### src/rtl/ram_pkg.sv
// Shared widths, default depth and FSM encoding for the two-port RAM arbiter.
package ram_pkg;
    localparam int unsigned RAM_DW        = 33;
    localparam int unsigned RAM_AW        = 33;
    localparam int unsigned RAM_DEPTH_DEF = 1024;

    typedef enum logic [1:0] {
        StIdle   = 2'd0,
        StAccess = 2'd1,
        StResp   = 2'd2
    } state_e;
endpackage

### src/rtl/rr_arb2.sv
// Two-requester round-robin grant; the pointer remembers which port was granted last.
module rr_arb2 (
    input  logic       clk,
    input  logic       rst_n,
    input  logic [1:0] req,
    input  logic       advance,
    output logic [1:0] gnt
);
    // last_q = 1 means port 1 won most recently, so port 0 wins the next tie
    logic last_q;

    always_comb begin
        gnt = 2'b00;
        unique case (req)
            2'b01:   gnt = 2'b01;
            2'b10:   gnt = 2'b10;
            2'b11:   gnt = last_q ? 2'b01 : 2'b10;
            default: gnt = 2'b00;
        endcase
    end

    always_ff @(posedge clk or negedge rst_n) begin
        if (!rst_n) begin
            last_q <= 1'b1;
        end else if (advance && (gnt != 2'b00)) begin
            last_q <= gnt[1];
        end
    end
endmodule

### src/rtl/ram_arb.sv
// Arbitrates two request/response masters onto one RAM port, one transaction in flight
// at a time (IDLE -> ACCESS -> RESP); out-of-range addresses never reach the RAM.
module ram_arb
    import ram_pkg::*;
#(
    parameter int unsigned RAM_DEPTH = RAM_DEPTH_DEF
) (
    input  logic              clk,
    input  logic              rst_n,
    input  logic              m0_req_valid,
    output logic              m0_req_ready,
    input  logic              m0_req_we,
    input  logic [RAM_AW-1:0] m0_req_adr,
    input  logic [RAM_DW-1:0] m0_req_din,
    output logic              m0_rsp_valid,
    input  logic              m0_rsp_ready,
    output logic [RAM_DW-1:0] m0_rsp_data,
    output logic              m0_rsp_err,
    input  logic              m1_req_valid,
    output logic              m1_req_ready,
    input  logic              m1_req_we,
    input  logic [RAM_AW-1:0] m1_req_adr,
    input  logic [RAM_DW-1:0] m1_req_din,
    output logic              m1_rsp_valid,
    input  logic              m1_rsp_ready,
    output logic [RAM_DW-1:0] m1_rsp_data,
    output logic              m1_rsp_err,
    output logic              ram_en,
    output logic              ram_we,
    output logic [RAM_AW-1:0] ram_adr,
    output logic [RAM_DW-1:0] ram_din,
    input  logic [RAM_DW-1:0] ram_dout
);
    state_e            state_q, state_d;
    logic [1:0]        gnt;
    logic              accept;
    logic              owner_q;
    logic              we_q;
    logic [RAM_AW-1:0] adr_q;
    logic [RAM_DW-1:0] din_q;
    logic [RAM_DW-1:0] rsp_data_q;
    logic              rsp_err_q;
    logic              in_range;
    logic              rsp_ready_own;

    rr_arb2 u_rr_arb2 (
        .clk     (clk),
        .rst_n   (rst_n),
        .req     ({m1_req_valid, m0_req_valid}),
        .advance (accept),
        .gnt     (gnt)
    );

    assign m0_req_ready = (state_q == StIdle) && gnt[0];
    assign m1_req_ready = (state_q == StIdle) && gnt[1];
    assign accept       = (state_q == StIdle) && (gnt != 2'b00);

    assign in_range = adr_q < RAM_AW'(RAM_DEPTH);
    assign ram_en   = (state_q == StAccess) && in_range;
    assign ram_we   = ram_en && we_q;
    assign ram_adr  = adr_q;
    assign ram_din  = din_q;

    assign rsp_ready_own = owner_q ? m1_rsp_ready : m0_rsp_ready;
    assign m0_rsp_valid  = (state_q == StResp) && !owner_q;
    assign m1_rsp_valid  = (state_q == StResp) && owner_q;
    assign m0_rsp_data   = rsp_data_q;
    assign m1_rsp_data   = rsp_data_q;
    assign m0_rsp_err    = rsp_err_q;
    assign m1_rsp_err    = rsp_err_q;

    always_comb begin
        state_d = state_q;
        unique case (state_q)
            StIdle:   if (accept) state_d = StAccess;
            StAccess: state_d = StResp;
            StResp:   if (rsp_ready_own) state_d = StIdle;
            default:  state_d = StIdle;
        endcase
    end

    always_ff @(posedge clk or negedge rst_n) begin
        if (!rst_n) begin
            state_q <= StIdle;
        end else begin
            state_q <= state_d;
        end
    end

    always_ff @(posedge clk or negedge rst_n) begin
        if (!rst_n) begin
            owner_q <= 1'b0;
            we_q    <= 1'b0;
            adr_q   <= '0;
            din_q   <= '0;
        end else if (accept) begin
            owner_q <= gnt[1];
            we_q    <= gnt[1] ? m1_req_we  : m0_req_we;
            adr_q   <= gnt[1] ? m1_req_adr : m0_req_adr;
            din_q   <= gnt[1] ? m1_req_din : m0_req_din;
        end
    end

    always_ff @(posedge clk or negedge rst_n) begin
        if (!rst_n) begin
            rsp_data_q <= '0;
            rsp_err_q  <= 1'b0;
        end else if (state_q == StAccess) begin
            rsp_data_q <= (in_range && !we_q) ? ram_dout : '0;
            rsp_err_q  <= !in_range;
        end
    end
endmodule

### config.mk
export PLATFORM = sky130hd
export DESIGN_NAME = ram_arb
export DESIGN_NICKNAME = d
export VERILOG_FILES = /design/src/rtl/ram_pkg.sv /design/src/rtl/rr_arb2.sv /design/src/rtl/ram_arb.sv
export SDC_FILE = /design/constraint.sdc
export NUM_CORES = 1
export LEC_CHECK = 0
export CAP_MARGIN = 20
export CORE_AREA = 2 2 120 122
export CTS_BUF_LIST = sky130_fd_sc_hd__clkbuf_4 sky130_fd_sc_hd__clkbuf_8
export DETAILED_ROUTE_END_ITERATION = 10
export DIE_AREA = 0 0 122 124
export DONT_BUFFER_PORTS = 1
export SETUP_SLACK_MARGIN = 0.15
export SLEW_MARGIN = 10
export SYNTH_ARGS = -nofsm -noshare
export SYNTH_HDL_FRONTEND = slang
export SYNTH_SLANG_ARGS = --single-unit
### constraint.sdc
create_clock -name clk -period 1.4 [get_ports clk]
set_input_delay 0.28 -clock clk [delete_from_list [all_inputs] [get_ports clk]]
set_output_delay 0.28 -clock clk [all_outputs]
set_load 0.01 [all_outputs]
Word-level counts from Yosys, hierarchy flattened
Cells that the tools add are included.
{"block": "word_totals", "ff_bits": 105, "latchBits": 0, "ramBits": 0, "mem_bits_ro": 0, "inputBits": 173, "out_inout_bits": 140, "elab_cells": 41, "memories": 0}
{"block": "classes", "addsub": 0, "multipliers": 0, "n_div": 0, "n_lt_le_gt_ge": 1, "eq_ne": 7, "shifts": 0, "mux": 10, "bitwise": 0, "n_reduce_logical": 15}
{"op": "$mux W33", "n": 3}
{"op": "$lt A33 B11 Y1 const B", "n": 1}
{"op": "$pmux W2 S3", "n": 2}
{"op": "$logic_and A1 B1 Y1", "n": 9}
{"op": "$eq A2 B2 Y1 const B", "n": 3}
{"op": "$mux W2", "n": 3}
{"op": "$eq A2 B1 Y1 const B", "n": 2}
{"op": "$logic_not A1 Y1", "n": 3}
{"op": "$logic_not A2 Y1", "n": 1}
{"op": "$mux W1", "n": 2}
{"op": "$ne A2 B1 Y1 const B", "n": 1}
{"op": "$ne A2 B2 Y1 const B", "n": 1}
{"op": "$reduce_and A2 Y1", "n": 1}
{"op": "$reduce_bool A2 Y1", "n": 1}

Depth between registers and ports, before layout
Gate-level depths: netlist of the first run.
{"block": "logic_depth", "ltp_word": 6, "depth_mapped": 6, "ltp_nobuf": 4}

Modules after synthesis
Synthesis of the first run repeated with hierarchy kept, for this count alone.
{"block": "unflattened", "hier_cells": 436, "area_unflattened_um2": 5505.3}
{"module": "ram_arb", "instances": 1, "cells_per_inst": 430, "area_per_inst_um2": 5449.0, "seq_area_each_um2": 2602.5}
{"module": "rr_arb2", "instances": 1, "cells_per_inst": 6, "area_per_inst_um2": 56.3, "seq_area_each_um2": 26.3}

Worst setup path before layout of the first run
OpenSTA, ideal clock, no wires.
{"block": "synth_timing", "path_type": "register to output", "startpoint": "register adr_q[32] (netlist: ram_adr[32])", "endpoint": "output port ram_en", "arrival_ps": 1499, "t_required_ps": 1120, "path_slack_ps": -379, "stages_incl_launch_ff": 5, "n_path_buf": 1, "path_cell_list": "dfrtp_1 -> nor4_1 -> nand4_2 -> buf_6 -> nor3_1"}
{"block": "synth_via", "elab_chain_cells": 2}
{"element": "start, declared", "line": "ram_arb.sv:39", "rtl": "logic [RAM_AW-1:0] adr_q;"}
{"element": "start signal, assigned", "line": "ram_arb.sv:99", "rtl": "adr_q <= gnt[1] ? m1_req_adr : m0_req_adr;"}
{"element": "$lt A33 B11 Y1", "line": "ram_arb.sv:58", "rtl": "assign in_range = adr_q < RAM_AW'(RAM_DEPTH);"}
{"element": "$logic_and A1 B1 Y1", "line": "ram_arb.sv:59", "rtl": "assign ram_en = (state_q == StAccess) && in_range;"}
{"element": "end, declared", "line": "ram_arb.sv:28", "rtl": "output logic ram_en,"}
No other way between the ends.

Final worst setup path of the first run
{"block": "layout_timing", "startpoint": "register adr_q[23] (netlist: ram_adr[23])", "endpoint": "output port ram_en"}
Same word-level chain as after synthesis.

==> results of run 1 <==
-- area by class of cell --
cell class                 instances  share of cell area [%]
sequential                       105                   37.19
multi-input combinational        281                   35.08
timing repair buffer             104                   21.82
tap                              180                   3.183
clock buffer                      10                   1.945
clock inverter                     6                  0.5836
inverter                           3                  0.1945
-- power by group through the flow --
stage	Sequential, uW	Combinational, uW	Clock [uW]
CTS	5230	8750	1830
floorplan	5190	3630	0
finish	5260	9110	1770
detailed placement	5220	5390	0
global placement	5190	5210	0
global route	5360	9640	1980
-- registers in the layout, indices dropped and copies added, names as in the netlist --
signal            count
ram_adr              33
u_rr_arb2.last_q      1
we_q                  1
m0_rsp_data          33
ram_din              33
state_q               2
owner_q               1
m0_rsp_err            1
-- timing repair --
| action | in CTS | in global routing |
|---|---|---|
| resized for setup | 109 | 47 |
| endpoints found under the setup margin | 123 | 129 |
| cloned | 21 | 1 |
| buffers inserted | 31 | 4 |
| endpoints found under the hold margin | 105 | 105 |
| pin swaps | 20 | 8 |
-- critical path: cells and delay by family, from the launching register on --
family,cells,cell delay (ns)
DFF,1,0.41
and+or+nand+nor,3,0.57
buffers and inverters,2,0.38
-- stage by stage --
step                      hold slack [ns]  util, %  total power, uW  setup TNS (ns)
after floorplan                  -0.01559        -             8813          -4.138
after global placement           -0.01379    39.33            10400          -21.48
after detailed placement         -0.01422    39.33            10610          -24.49
after CTS                         -0.4520    49.21            15810          -44.25
after global routing              -0.4513    51.57            16980          -53.06
final                             -0.4198    51.57            16140          -45.98
-- cell families after synthesis --
family,after synthesis
buf+inv,82
simple gates,87
flops,105
mux,19
compound gates,172
-- per-layer routing --
layer,vias up,wire length [microns]
li1,1805,-
met1,2092,6510
met2,259,9561
met3,32,1321
met4,0,510
met5,-,0
-- cells in the mapped netlist (all sizes together), types with 2 or more instances --
library cell,count,area [sq um]
dfrtp,104,2603
o21a,49,367.9
a221o,49,490.5
o31ai,33,267.8
mux2i,18,180.2
clkbuf,20,76.32
buf,59,420.4
nor4,6,50.04
or2,2,12.52
nand3,33,165.2
o21ai,37,185.2
nor3,2,15.01
nand2,34,127.6
nor2,4,15.01
inv,2,7.510
-- how the worst max path moves through the flow --
stage	from	end	slack, ns	cells past startpoint
after floorplan	ram_adr[25]	ram_en	-0.24	4
after global placement	state_q[1]	ram_en	-0.38	5
after detailed placement	state_q[1]	m0_rsp_data[8]	-0.39	5
after CTS	ram_adr[23]	ram_we	-0.66	4
after global routing	ram_adr[32]	ram_en	-0.72	4
final	ram_adr[23]	ram_en	-0.62	5
==> impl_metrics.ini, run 1 <==
[outcome]
status = finished, violations left
failed_checks = negative hold slack, negative setup slack

[grt]
use_met2_pct = 41.20
grt_pass1_vias = 4312
gr-usage-all-layers_pct = 22.69
antenna_found_initial = 0
top_usage_layer = met2
grt_overflow = 0
use_met3_pct = 4.853
grt_start_max_net_pins = 106
grt_pass1_wl_microns = 25160
met1_usage_pct = 25.53

[placement]
io_buffers = 0
gp_congestion = 0.7801
dp_hpwl_microns = 10450
dpl_cell_area_sq_mm = 0.005395
dp_cells = 616
place_ws_ns = -0.3873

[clock_network]
cts_max_path_buffers = 2
htree_levels = 3
cts_buffers = 9
cts_tree = yes
cts.sinks = 105
worstSkewPairLatency_ns = 0.39
clk_pin_slew_ns = 0.11
root_buffer = clkbuf_8

[power]
combPwrFrac_pct = 56.4
p_leak_uw = 0.002974
clock_power_share_pct = 11.0
netSwitchingFraction_pct = 38.98
p_int_uw = 9850
p_seq_share_pct = 32.6
p_sw_uw = 6293
peakVddDrop_uv = 1362
p_per_area_mw_per_mm2 = 2282

[sta]
hold_viol = 105
rsz0062_at_grt = true
max_freq_ghz = 0.4948
max_slew_margin_pct = 69.02
holdWs_ns = -0.4198
post-route-min-period_ns = 2.021
worstMarginPinSlew_ns = 0.4604
slew_violations = 0
worst_slack_ns = -0.6209
fin_crit_sh_pct = 144.4
clock_skew_ns = 0.01656
setup_violations = 112

[layout]
antenna_cells = 0
register_area_sq_mm = 0.002631
fillerInstances = 1188
final_common_cell = dfrtp_1
layout.nets = 677
stdcell_area_sq_mm = 0.007076
drive_above_1_share_pct = 37.13
multi_input_area_sq_mm = 0.002482
area_growth_syn_to_layout_pct = 38.47
layout_common_cells = dfrtp_1, o21a_1, a221o_1, buf_6
stdcell_count = 689

[worst_setup_path]
path_cells = nor4_2 -> buf_4 -> nand4_4 -> buf_4 -> nor3_4
r2r-end = ram_din[2]
end_kind = output port
reg2reg_slack_ns = -0.57
crit_fanout = 8
cp.required_ns = 1.12
arrival_ns = 1.74
worst-setup-path-type = reg2out
rr_worst_depth = 8
slowest_delay_ns = 0.41
worst_path_most_repeated_cell = buf_4
r2r-start = state_q[0]
critPathLaunchType = flop
crit_slowest_cell = dfrtp_1

[route]
drcViolationCount = 0
drt_iter0_drc = 209
wl_per_cell_microns = 25.99
vias = 4188
dr.pass1.iters = 4
finalWirelength_microns = 17900
viasPerCell = 6.078
ant_nets = 0

[logic_synthesis]
ys_ff_latch = 105
synth_compound_gate_area_share_pct = 26.32
ys_types = 35
ys_async_sr_fraction_pct = 100.0
ys.flop_type = dfrtp_1
synth_top_family_by_area = compound AO/OA/AOI/OAI gates
ys.warnings.count = 0
synth_edf_count = 0
syn_inst = 465
syn_nets = 638
ys_seq_area_share_pct = 51.44
synthMuxAreaShare_pct = 3.746
synthSimpleGateAreaFrac_pct = 8.546
synthAdderAreaFrac_pct = 0
synth_area_per_cell_sq_um = 10.99
syn-cell-area_sq_mm = 0.005110
synth_xor_area_share_pct = 0

[die]
chipHeight_microns = 124
start_util_pct = 37.25
pin_count = 313
dieArea_sq_mm = 0.01513
core_area_sq_mm = 0.01372
fp-row-count = 43
dieWidth_microns = 122

[job]
maxCapViolCount = 0

[worst_hold_path]
hold_class = in2async
Note: power is estimated with default switching activity, not from simulation.
==> inputs of run 2 (changes only) <==
Clock period 1.4 ns to 2.52 ns, I/O delays scaled along.
==> run 2 against run 1 <==
Against the previous run: the run ends with negative hold slack left; utilization fell by 13 points; clock-buffer cell count stayed put; sequential share of layout area rose by 12 points; die area is the same; largest cell class unchanged.
==> impl_metrics.ini, run 2 (same netlist as run 1, synthesis figures left out) <==
[sta]
rsz0062_at_grt = true
holdWs_ns = -0.1922
hold_viol = 105
max_slew_margin_pct = 63.58
post-route-min-period_ns = 2.374
slew_violations = 0
max_freq_ghz = 0.4212
setup_violations = 0
worstMarginPinSlew_ns = 0.5463
worst_slack_ns = 0.1460
fin_crit_sh_pct = 94.20
clock_skew_ns = 0.01440
tns_ns = 0

[outcome]
status = finished, violations left
failed_checks = negative hold slack

[die]
fp-row-count = 43
dieWidth_microns = 122
core_area_sq_mm = 0.01372
chipHeight_microns = 124
dieArea_sq_mm = 0.01513
start_util_pct = 37.25
pin_count = 313

[worst_setup_path]
cp-endpoint = ram_en
end_kind = output port
cp.required_ns = 2.02
reg2reg_slack_ns = 0.34
r2r-start = state_q[1]
arrival_ns = 1.87
crit_fanout = 3
r2r-end = ram_adr[20]
rr_worst_depth = 4
critPathLaunchType = flop
crit_start = ram_adr[25]
worst-setup-path-type = reg2out

[clock_network]
root_buffer = clkbuf_8
cts.sinks = 105
htree_levels = 3
worstSkewPairLatency_ns = 0.37
cts_buffers = 9
cts_tree = yes
cts_max_path_buffers = 2
clk_pin_slew_ns = 0.10

[route]
met3WireLength_microns = 1183
drt_iter0_drc = 190
vias = 3591
drcViolationCount = 0
dr.pass1.iters = 4
ant_nets = 0
met2_wirelength_microns = 7861
m1WireLength_microns = 5358
viasPerCell = 5.985
finalWirelength_microns = 14660
wl_per_cell_microns = 24.43
highest_layer = met4

[grt]
grt_overflow = 0
antenna_found_initial = 1
grt_pass1_vias = 3776
gr-usage-all-layers_pct = 18.76
grt_start_max_net_pins = 106
grt_pass1_wl_microns = 21270

[layout]
layout_common_cells = dfrtp_1, o21a_1, a221o_1, o21ai_0, nand2_1
drive_above_1_share_pct = 14.08
final_common_cell = dfrtp_1
area_growth_syn_to_layout_pct = 4.065
layout.nets = 587

[power]
netSwitchingFraction_pct = 40.92
combPwrFrac_pct = 34.0
p_seq_share_pct = 48.0
clock_power_share_pct = 18.1
p_sw_uw = 2653
p_leak_uw = 0.002174
p_per_area_mw_per_mm2 = 1219
peakVddDrop_uv = 685.9
p_int_uw = 3830

[placement]
dp_hpwl_microns = 10830
place_ws_ns = 0.2856
io_buffers = 0
gp_congestion = 0.7711

[job]
maxCapViolCount = 0

[worst_hold_path]
hold_class = in2async
[run 2: cell type report]
class                      instances  area (sq um)
fill                            1362          8402
sequential                       105          2635
multi-input combinational        278          2072
tap                              180         225.2
timing repair buffer              17         143.9
clock buffer                      10         137.6
clock inverter                     6         90.09
inverter                           3         11.26
antenna                            1         2.502
[run 2: worst min path at each step]
stage | start | cells after the start | slack, ns | end
6_report | rst_n | 0 | -0.19 | ram_din[24]
3_5_place_dp | rst_n | 0 | 0.21 | ram_din[24]
2_1_floorplan | rst_n | 0 | 0.21 | m0_rsp_data[0]
5_1_grt | rst_n | 0 | -0.23 | ram_din[24]
3_3_place_gp | rst_n | 0 | 0.21 | ram_din[24]
4_1_cts | rst_n | 0 | -0.22 | ram_din[24]
[run 2: critical path, cell delays in order (launching register included)]
cell and delay, ns:
dfrtp_2 0.47, nor4_4 0.39, nand4_4 0.17, buf_4 0.18
nor3_4 0.16, buf_6 0.13
[run 2: stage by stage]
stage | util [%] | instance area [sq um] | cells | total power [uW]
2_1_floorplan | - | 5110 | 465 | 4678
3_3_place_gp | 36.32 | 4984 | 580 | 5203
3_5_place_dp | 36.32 | 4984 | 580 | 5303
4_1_cts | 38.27 | 5250 | 597 | 6539
5_1_grt | 38.76 | 5318 | 600 | 6934
6_report | 38.76 | 5318 | 600 | 6484
[run 2: power by group through the flow]
stage          Sequential, uW  Combinational [uW]  Clock [uW]
3_3_place_gp             3100                2100           0
5_1_grt                  3180                2450        1300
6_report                 3110                2200        1170
2_1_floorplan            2870                1800           0
3_5_place_dp             3110                2190           0
4_1_cts                  3120                2200        1220
[run 2: repair_timing]
action / in CTS / in global routing
pin swaps: 2 / 2
cloned: 0 / 0
setup endpoints to repair: 2 / 2
endpoints found under the hold margin: 105 / 105
resized for setup: 6 / 10
setup buffers: 1 / 2
[run 2: layer usage]
layer  GRT usage, %  vias to the layer above
li1               -                     1609
met1          20.45                     1761
met2          34.88                      206
met3          4.899                       15
met4          7.040                        0
met5              0                        -
==> inputs of run 3 (changes only) <==
Settings changed: CTS_BUF_LIST sky130_fd_sc_hd__clkbuf_4 sky130_fd_sc_hd__clkbuf_8 to unset.
Clock period 2.52 ns to 2 ns, I/O delays scaled along.
==> run 3 against run 2 <==
Against the previous run: the run ends with negative hold slack, negative setup slack left; utilization is 3.0 points higher; cell area increased by 7.6%; global-route usage grew 0.082 points.
==> impl_metrics.ini, run 3 (same netlist as run 1, synthesis figures left out) <==
[clock_network]
cts_max_path_buffers = 2
cts_tree = yes
root_buffer = clkbuf_16
cts_buffers = 9
clk_pin_slew_ns = 0.07
worstSkewPairLatency_ns = 0.34
htree_levels = 3
cts.sinks = 105

[sta]
hold_viol = 105
max_slew_margin_pct = 68.49
holdWs_ns = -0.2600
worst_slack_ns = -0.1166
setup_violations = 2
clock_skew_ns = 0.006966
rsz0062_at_grt = true
post-route-min-period_ns = 2.117
worstMarginPinSlew_ns = 0.4727
slew_violations = 0
fin_crit_sh_pct = 105.8
max_freq_ghz = 0.4724

[layout]
register_area_sq_mm = 0.002633
final_common_cell = dfrtp_1
fillerInstances = 1276
stdcell_area_sq_mm = 0.005724
multi_input_area_sq_mm = 0.002081
drive_above_1_share_pct = 19.14
stdcell_count = 624
layout.nets = 612
layout_common_cells = dfrtp_1, o21a_1, a221o_1, o21ai_0
area_growth_syn_to_layout_pct = 12.02
antenna_cells = 0

[power]
power.total_uw = 9119
p_int_uw = 5619
netSwitchingFraction_pct = 38.39
p_per_area_mw_per_mm2 = 1593
combPwrFrac_pct = 38.3
p_seq_share_pct = 40.6
peakVddDrop_uv = 700.8
clock_power_share_pct = 21.0
p_sw_uw = 3501
p_leak_uw = 0.002395

[grt]
grt_pass1_vias = 3826
grt_pass1_wl_microns = 21400
antenna_found_initial = 0
grt_overflow = 0
gr-usage-all-layers_pct = 18.84
met1_usage_pct = 20.66
grt_start_max_net_pins = 106
top_usage_layer = met2
use_met3_pct = 5.128
use_met2_pct = 34.22

[worst_setup_path]
crit_slowest_cell = dfrtp_1
rr_worst_depth = 7
path_cells = nor4_2 -> buf_4 -> nand4_4 -> nor4_2 -> buf_4
arrival_ns = 1.72
path_depth = 5
path_buf_inv = 2
cp.required_ns = 1.60
slowest_delay_ns = 0.39
end_kind = output port
crit_family = simple AND/OR/NAND/NOR gates
worst-setup-path-type = reg2out
crit_fanout = 2
critPathLaunchType = flop

[route]
drt_iter0_drc = 145
vias = 3707
finalWirelength_microns = 15070
drcViolationCount = 0
viasPerCell = 5.941
wl_per_cell_microns = 24.15
ant_nets = 0
dr.pass1.iters = 4

[die]
pin_count = 313
core_area_sq_mm = 0.01372
dieArea_sq_mm = 0.01513
chipHeight_microns = 124
fp-row-count = 43
dieWidth_microns = 122
start_util_pct = 37.25

[placement]
io_buffers = 0
place_ws_ns = 0.009952
gp_congestion = 0.7628
dpl_cell_area_sq_mm = 0.005199
dp_hpwl_microns = 10950
dp_cells = 602

[worst_hold_path]
hold_class = in2async

[outcome]
failed_checks = negative hold slack, negative setup slack
status = finished, violations left

[job]
maxCapViolCount = 0
-- run 3: cell count changes in the layout (fill, tap and decap cells not counted), sizes merged --
cell | previous run | this run
buf | 17 | 40
clkbuf | 10 | 12
clkinv | 3 | 5
clkinvlp | 1 | 0
diode | 1 | 0
inv | 3 | 2
-- run 3: through the flow --
stage / utilization, % / TNS (ns)
floorplan: - / 0
global placement: 37.89 / 0
detailed placement: 37.89 / 0
CTS: 40.99 / -0.3398
global route: 41.72 / -0.4131
finish: 41.72 / -0.2239
-- run 3: final timing paths --
| check | start | to | slack, ns |
|---|---|---|---|
| setup / recovery | ram_adr[23] | ram_we | -0.12 |
| hold / removal | rst_n | ram_din[25] | -0.26 |
| setup reg to reg | ram_adr[23] | m0_rsp_err | 0.19 |
| hold reg to reg | u_rr_arb2.last_q | u_rr_arb2.last_q | 0.53 |
| max in group asynchronous | rst_n | u_rr_arb2.last_q | 2.06 |
| min in group clk | m0_req_din[23] | ram_din[23] | 0.19 |
-- run 3: final cells by class --
type | instances | share of cell area, %
Tap cell | 180 | 3.934
Sequential cell | 105 | 45.99
Timing Repair Buffer | 42 | 7.760
Inverter | 3 | 0.1967
Clock inverter | 6 | 1.596
Clock buffer | 10 | 4.175
Multi-Input combinational cell | 278 | 36.35
-- run 3: timing repair --
action / 4_1_cts / 5_1_grt
pin swaps: 8 / 5
endpoints found under the hold margin: 105 / 105
resized for setup: 15 / 10
setup endpoints to repair: 4 / 5
cloned: 0 / 2
buffers inserted: 3 / 1
-- run 3: worst reg2reg max path, cell delays in order, from the launching register on --
cell	delay, ns
dfrtp_1	0.39
nor4_2	0.28
buf_4	0.16
nand4_4	0.12
buf_6	0.17
buf_8	0.13
buf_12	0.13
o32a_1	0.32
-- run 3: metal layers --
layer	vias up	routed length, microns
met3	21	1196
met1	1805	5494
met4	0	380
li1	1665	-
met2	216	7996
met5	-	0
-- run 3: power groups by stage --
stage               registers (uW)  clock network [uW]  logic [uW]
finish                        3700                1920        3500
global route                  3790                2080        3820
CTS                           3710                1980        3520
detailed placement            3690                   0        3440
global placement              3670                   0        3310
floorplan                     3620                   0        2270
